`src/rtl/serial_addsub.sv`:
```
// serial_addsub: digit-serial adder/subtractor.
// A DIGIT-bit ripple slice of full-adder cells is reused for K = WIDTH/DIGIT
// cycles, with the inter-digit carry held in a flop. The operand side and the
// result side each use a valid/ready handshake.
// WIDTH must be >= 2 and DIGIT must divide WIDTH.
module serial_addsub #(
  parameter int WIDTH = 8,
  parameter int DIGIT = 1
) (
  input  logic             clk,
  input  logic             rst_n,
  input  logic             in_valid,
  output logic             in_ready,
  input  logic [WIDTH-1:0] a,
  input  logic [WIDTH-1:0] b,
  input  logic             cin,
  input  logic             sub,
  output logic             out_valid,
  input  logic             out_ready,
  output logic [WIDTH-1:0] sum,
  output logic             cout,
  output logic             ovf
);

  localparam int K     = WIDTH / DIGIT;
  // One spare bit so the count never wraps inside an operation.
  localparam int CNT_W = $clog2(K) + 1;
  localparam logic [CNT_W-1:0] LAST = CNT_W'(K - 1);

  typedef enum logic [1:0] {IDLE, RUN, DONE} state_t;

  state_t           state;
  state_t           state_nxt;
  logic [CNT_W-1:0] cnt;
  logic             carry;
  logic [WIDTH-1:0] a_sh;
  logic [WIDTH-1:0] b_sh;
  logic [WIDTH-1:0] work;
  logic [WIDTH-1:0] work_nxt;
  logic             a_msb;
  logic             beff_msb;
  logic [DIGIT-1:0] dsum;
  logic             dcout;
  logic             accept;
  logic             last_digit;

  // One full-adder cell: returns {carry_out, sum}.
  function automatic logic [1:0] full_add(input logic x, input logic y, input logic ci);
    return {(x & y) | (ci & (x ^ y)), x ^ y ^ ci};
  endfunction

  assign accept     = in_valid && (state == IDLE);
  assign last_digit = (state == RUN) && (cnt == LAST);

  // State register.
  always_ff @(posedge clk or negedge rst_n) begin
    if (!rst_n) state <= IDLE;
    else        state <= state_nxt;
  end

  // Next-state logic; DONE never bypasses straight to a new accept.
  always_comb begin
    state_nxt = state;
    case (state)
      IDLE:    if (in_valid)   state_nxt = RUN;
      RUN:     if (last_digit) state_nxt = DONE;
      DONE:    if (out_ready)  state_nxt = IDLE;
      default: state_nxt = IDLE;
    endcase
  end

  // Handshake outputs decoded from state.
  always_comb begin
    in_ready  = (state == IDLE);
    out_valid = (state == DONE);
  end

  // Ripple slice over the current low digit of the shifted operands.
  always_comb begin
    logic       c;
    logic [1:0] fa;
    c    = carry;
    fa   = '0;
    dsum = '0;
    for (int i = 0; i < DIGIT; i++) begin
      fa      = full_add(a_sh[i], b_sh[i], c);
      dsum[i] = fa[0];
      c       = fa[1];
    end
    dcout = c;
  end

  // New digit enters at the top; after K digits the whole result is aligned.
  always_comb begin
    work_nxt = (work >> DIGIT) | (WIDTH'(dsum) << (WIDTH - DIGIT));
  end

  // Operand shifters and partial-result accumulator; fully overwritten per op.
  always_ff @(posedge clk) begin
    if (accept) begin
      a_sh     <= a;
      b_sh     <= b ^ {WIDTH{sub}};
      a_msb    <= a[WIDTH-1];
      beff_msb <= b[WIDTH-1] ^ sub;
    end else if (state == RUN) begin
      a_sh <= a_sh >> DIGIT;
      b_sh <= b_sh >> DIGIT;
      work <= work_nxt;
    end
  end

  // Digit counter, carry flop and the visible result registers.
  always_ff @(posedge clk or negedge rst_n) begin
    if (!rst_n) begin
      cnt   <= '0;
      carry <= 1'b0;
      sum   <= '0;
      cout  <= 1'b0;
      ovf   <= 1'b0;
    end else if (accept) begin
      cnt   <= '0;
      carry <= cin ^ sub;
    end else if (state == RUN) begin
      cnt   <= cnt + 1'b1;
      carry <= dcout;
      if (last_digit) begin
        sum  <= work_nxt;
        cout <= dcout;
        ovf  <= (a_msb == beff_msb) && (dsum[DIGIT-1] != a_msb);
      end
    end
  end

endmodule

```
`config.mk`:
```
export PLATFORM = sky130hd
export DESIGN_NAME = serial_addsub
export DESIGN_NICKNAME = d
export VERILOG_FILES = /design/src/rtl/serial_addsub.sv
export SDC_FILE = /design/constraint.sdc
export NUM_CORES = 1
export LEC_CHECK = 0
export ABC_AREA = 1
export CAP_MARGIN = 20
export CORE_ASPECT_RATIO = 1.1
export CORE_MARGIN = 2
export CORE_UTILIZATION = 45
export CTS_CLUSTER_DIAMETER = 40
export DETAILED_ROUTE_END_ITERATION = 7
export DONT_BUFFER_PORTS = 1
export PLACE_DENSITY = 0.72
export SYNTH_ARGS = -nofsm -noshare
export SYNTH_HDL_FRONTEND = slang
export SYNTH_SLANG_ARGS = --single-unit
export TNS_END_PERCENT = 10
```
`constraint.sdc`:
```
create_clock -name clk -period 1.7 [get_ports clk]
set_input_delay 0.34 -clock clk [delete_from_list [all_inputs] [get_ports clk]]
set_output_delay 0.34 -clock clk [all_outputs]
set_load 0.02 [all_outputs]
```
======== Word level (Yosys, flattened, before mapping) ========
Index checks and enable logic that the tools add are counted.
word-level totals
  register bits after elaboration ......... 43
  input bits .............................. 22
  output and inout bits ................... 12
  logic and storage cells ................. 50
cells by class
  add/subtract/negate cells ............... 1
  equality and inequality tests ........... 8
  multiplexer cells ....................... 12
  bitwise gates (word level) .............. 10
  reduce and logical (&&, ||, !) cells .... 8
operators with widths
  operator               number
  $mux W8                4
  $mux W4                2
  $or A7 B8 Y8           1
  $xor A8 B8 Y8          1
  $mux W2                3
  $pmux W2 S3            1
  $reduce_and A3 Y1      2
  $add A4 B1 Y4 const B  1
  $eq A4 B3 Y1 const B   1
  $ne A2 B2 Y1 const B   2
  $xor A1 B1 Y1          4
  $logic_and A1 B1 Y1    3
  $and A1 B1 Y1          2
  $eq A2 B1 Y1 const B   1
  $eq A2 B2 Y1 const B   1
  $logic_not A2 Y1       1
  $mux W1                2
  $ne A2 B1 Y1 const B   1
  $reduce_and A2 Y1      1
  $reduce_bool A2 Y1     1
  $eq A1 B1 Y1           1
  $ne A1 B1 Y1           1
  $not A1 Y1             1
  $or A1 B1 Y1           1

======== Depth between registers and ports, before layout ========
  word-level depth ........................ 5
  depth in mapped cells ................... 7
  gate-level depth less buffers ........... 7

======== Least setup slack after synthesis ========
Ideal clock, no wire load.
  path kind ............................... register -> register
  from .................................... reg state[1]
  to ...................................... reg a_sh[0] (enable)
  library setup time ...................... 0.367 ns
  arrival ................................. 1.017 ns
  required time ........................... 1.333 ns
  setup slack ............................. 0.316 ns
  stages on the path, launching flop included .. 4
  path buffers ............................ 0
  period minus slack after synthesis ...... 1.384 ns
  path through ............................ dfrtp_1 inv_1 o21ai_0 inv_1
between the ends
  cells in the longest elaborated chain, start to end .. 3
  elaborated cells on any way between the ends .. 4
  those cells by class .................... eq/ne (1); reduce/logical (3)
ends and longest elaborated chain
  what                                     RTL line  source
  start: declaration                       32        state_t state;
  start signal: assignment                 58        else state <= state_nxt;
  $logic_not A2 Y1                         52        assign accept = in_valid && (state == IDLE);
  $logic_and A1 B1 Y1                      52
  $reduce_bool A2 Y1 (no source line) (*)  n/a
  end signal: assignment                   106       a_sh <= a_sh >> DIGIT;
  end: declaration                         36        logic [WIDTH-1:0] a_sh;
Every way passes the cells marked *; elsewhere a longest branch is shown, timed or not.
A chain may end at the register's enable or synchronous reset.

======== Final worst setup path ========
  from .................................... reg state[1]
  to ...................................... reg a_msb (enable)
between the ends
  cells in the longest elaborated chain, start to end .. 2
ends and longest elaborated chain
  what                    RTL line  source
  $logic_not A2 Y1        52
  $logic_and A1 B1 Y1     52
  via accept              44        logic accept;
  end signal: assignment  103       a_msb <= a[WIDTH-1];
  end: declaration        40        logic a_msb;
The timed path passes the listed nets, and every way through them passes these cells.

==> impl_metrics.env <==
export IMPL_status="complete, no violations"
export IMPL_finalCritPeriodShare=0.869
export IMPL_viasPerCell=4.65
export IMPL_worstPathMaxFanout=27
export IMPL_cp_arrival_ns=1.47
export IMPL_synth_nets=197
export IMPL_ys_seq_elements=42
export IMPL_synthTopCellsByArea="edfxtp_1, dfrtp_1, nand2_1, xnor2_1, o21ai_0"
export IMPL_antenna_cells=0
export IMPL_drtPass1Iterations=4
export IMPL_yosys_top_cells_count="nand2_1, edfxtp_1, dfrtp_1"
export IMPL_grt_overflow=0
export IMPL_worst_slew_pin_slew_ns=0.806
export IMPL_die_w_um=64.3
export IMPL_leakage_nw=0.901
export IMPL_setup_viol=0
export IMPL_drive_gt1_frac=0.104
export IMPL_hold_viol=0
export IMPL_grt_pass1_vias=1074
export IMPL_crit_type="reg -> reg"
export IMPL_grt_max_degree=28
export IMPL_rows=24
export IMPL_port_buffers=0
export IMPL_cts_buffer_depth=2
export IMPL_endpoint_kind="flop"
export IMPL_cp_data_required_time_ns=1.69
export IMPL_nNetsFinal=205
export IMPL_ys_warnings_count=0
export IMPL_grt_pass1_wl_mm=5.02
export IMPL_place_area_mm2=0.00186
export IMPL_seq_area_frac_synth=0.654
export IMPL_syn_to_final_growth_pct=9.26
export IMPL_synth_area_mm2=0.00180
export IMPL_syn_inst=173
export IMPL_async_flop_share=0.405
export IMPL_synth_top_area_share=0.418
export IMPL_drv_slew=0
export IMPL_antenna_found_initial=0
export IMPL_routabilityCongestion=0.715
export IMPL_wirelength_mm=2.95
export IMPL_rsz0062_at_grt="false"
export IMPL_yosys_cell_count_top_type="nand2_1"
export IMPL_die_area_mm2=0.00452
export IMPL_htreeDepth=2
export IMPL_synth_distinct_cells=22
export IMPL_nFillCells=377
export IMPL_syn_avg_cell_area_um2=10.4
export IMPL_whs_ns=0.140
export IMPL_fmax_ghz=0.677
export IMPL_cts_clk_slew_worst_paths_ns=0.08
export IMPL_max_slew_margin=0.461
export IMPL_coreArea_mm2=0.00390
export IMPL_final_util=0.503
export IMPL_max_cap_viol_count=0
export IMPL_num_io_pins=34
export IMPL_drt_iter0_drc=29
export IMPL_seqCellArea_mm2=0.00118
export IMPL_hpwl_mm=2.09
export IMPL_fin_area_mm2=0.00196
export IMPL_clock_sinks=42
export IMPL_fin_crit_ns=1.48
export IMPL_synth_edff_count=25
export IMPL_place_ws_ns=0.218
export IMPL_vias=1087
export IMPL_cts_buffers=5
export IMPL_drtAntennaViolNets=0
export IMPL_cp_start_kind="flop"
export IMPL_timing_final_ws_setup_ns=0.223
export IMPL_synth_flop_cell="edfxtp_1"
export IMPL_synth_top_cell_by_area="edfxtp_1"
export IMPL_root_buffer="clkbuf_8"
export IMPL_clkLatencyLatePin_ns=0.29
export IMPL_cts_tree="yes"
export IMPL_track_usage=0.147
export IMPL_min_path_type="in -> reg"
export IMPL_peakVddDrop_uv=798
export IMPL_cellPowerDensity_mw_per_mm2=1840
export IMPL_drc=0
export IMPL_wl_per_cell_um=12.6
export IMPL_multi_input_area_um2=543
export IMPL_clock_skew_ns=0.00666
export IMPL_initial_utilization=0.461
export IMPL_fp_dieH_um=70.3
export IMPL_setup_tns_final_ns=0
[power breakdown]
| group | internal, mW | total, mW | switching [mW] | leakage [nW] |
|---|---|---|---|---|
| Combinational | 0.336 | 0.891 | 0.554 | 0.376 |
| Sequential | 1.69 | 2.07 | 0.376 | 0.478 |
| Clock | 0.326 | 0.655 | 0.329 | 0.0472 |
[cells by family after synthesis]
kind of cell    synth area share
simple gates               0.202
flops                      0.654
buf+inv                   0.0438
compound gates            0.0431
xor+xnor                  0.0390
fa+ha+maj                 0.0181
[final timing paths]
check / cells past startpoint / slack [ns] / startpoint / end
min in group asynchronous: 1 / 0.58 / rst_n / cnt[1]$_DFFE_PN0P_
setup reg to reg: 4 / 0.22 / state[1]$_DFFE_PN0P_ / a_msb$_DFFE_PP_
hold reg to reg: 0 / 0.45 / work[2]$_DFFE_PP_ / work[1]$_DFFE_PP_
hold / removal: 0 / 0.14 / a[7] / a_msb$_DFFE_PP_
max in group asynchronous: 1 / 0.62 / rst_n / state[0]$_DFFE_PN0P_
setup / recovery: 4 / 0.22 / state[1]$_DFFE_PN0P_ / a_msb$_DFFE_PP_
[worst max-delay path, stage by stage (launching register included)]
cell and delay (ns):
dfrtp_1 0.38, buf_4 0.15, nor2_2 0.11, nand2_2 0.28, inv_2 0.26
[layer usage]
| metal | vias up | share of wire | GRT usage |
|---|---|---|---|
| met5 | - | 0 | 0 |
| met4 | 0 | 0.016 | 0.0496 |
| met3 | 5 | 0.075 | 0.0612 |
| met2 | 35 | 0.44 | 0.209 |
| met1 | 481 | 0.46 | 0.203 |
| li1 | 566 | - | - |
[metrics by stage]
stage	power, mW	cells
6_report	3.62	234
2_1_floorplan	2.73	173
3_5_place_dp	3.00	225
4_1_cts	3.66	234
5_1_grt	3.90	234
3_3_place_gp	2.95	225
[flip-flops by register name, indices dropped and copies added, names as in the netlist]
signal	count
work	7
ovf	1
a_msb	1
b_sh	8
cnt	4
beff_msb	1
carry	1
cout	1
state	2
a_sh	8
sum	8
[cell type report]
| class | count | share of cell area |
|---|---|---|
| Inverter | 12 | 0.0229 |
| Tap cell | 52 | 0.0331 |
| Clock inverter | 2 | 0.00637 |
| Timing Repair Buffer | 5 | 0.0204 |
| Sequential cell | 42 | 0.599 |
| Multi-Input combinational cell | 115 | 0.276 |
| Clock buffer | 6 | 0.0420 |
[timing repair]
| action | CTS | global route |
|---|---|---|
| gates resized for setup | 0 | 0 |
| hold buffers | 1 | 0 |
| hold endpoints to repair | 17 | 0 |
| buffers inserted | 0 | 0 |
[layout by cell type (no fill, tap or decap)]
master and instances:
nand3_1 2, clkbuf_8 6, buf_4 4, o31ai_1 1, fa_1 1, o21ai_1 3
clkinvlp_4 1, nand2_2 1, nor2_4 1, clkinv_2 1, inv_1 9, ha_1 1
clkinv_1 1, dlygate4sd3_1 1, nand2_4 1, or2_2 1, edfxtp_1 25, nand2_1 78
xnor2_1 8, o21ai_0 10, dfrtp_1 17, inv_2 2, nor2_1 5, a21oi_1 1
nor2_2 1
No activity file was read; power rests on OpenSTA's default activity.
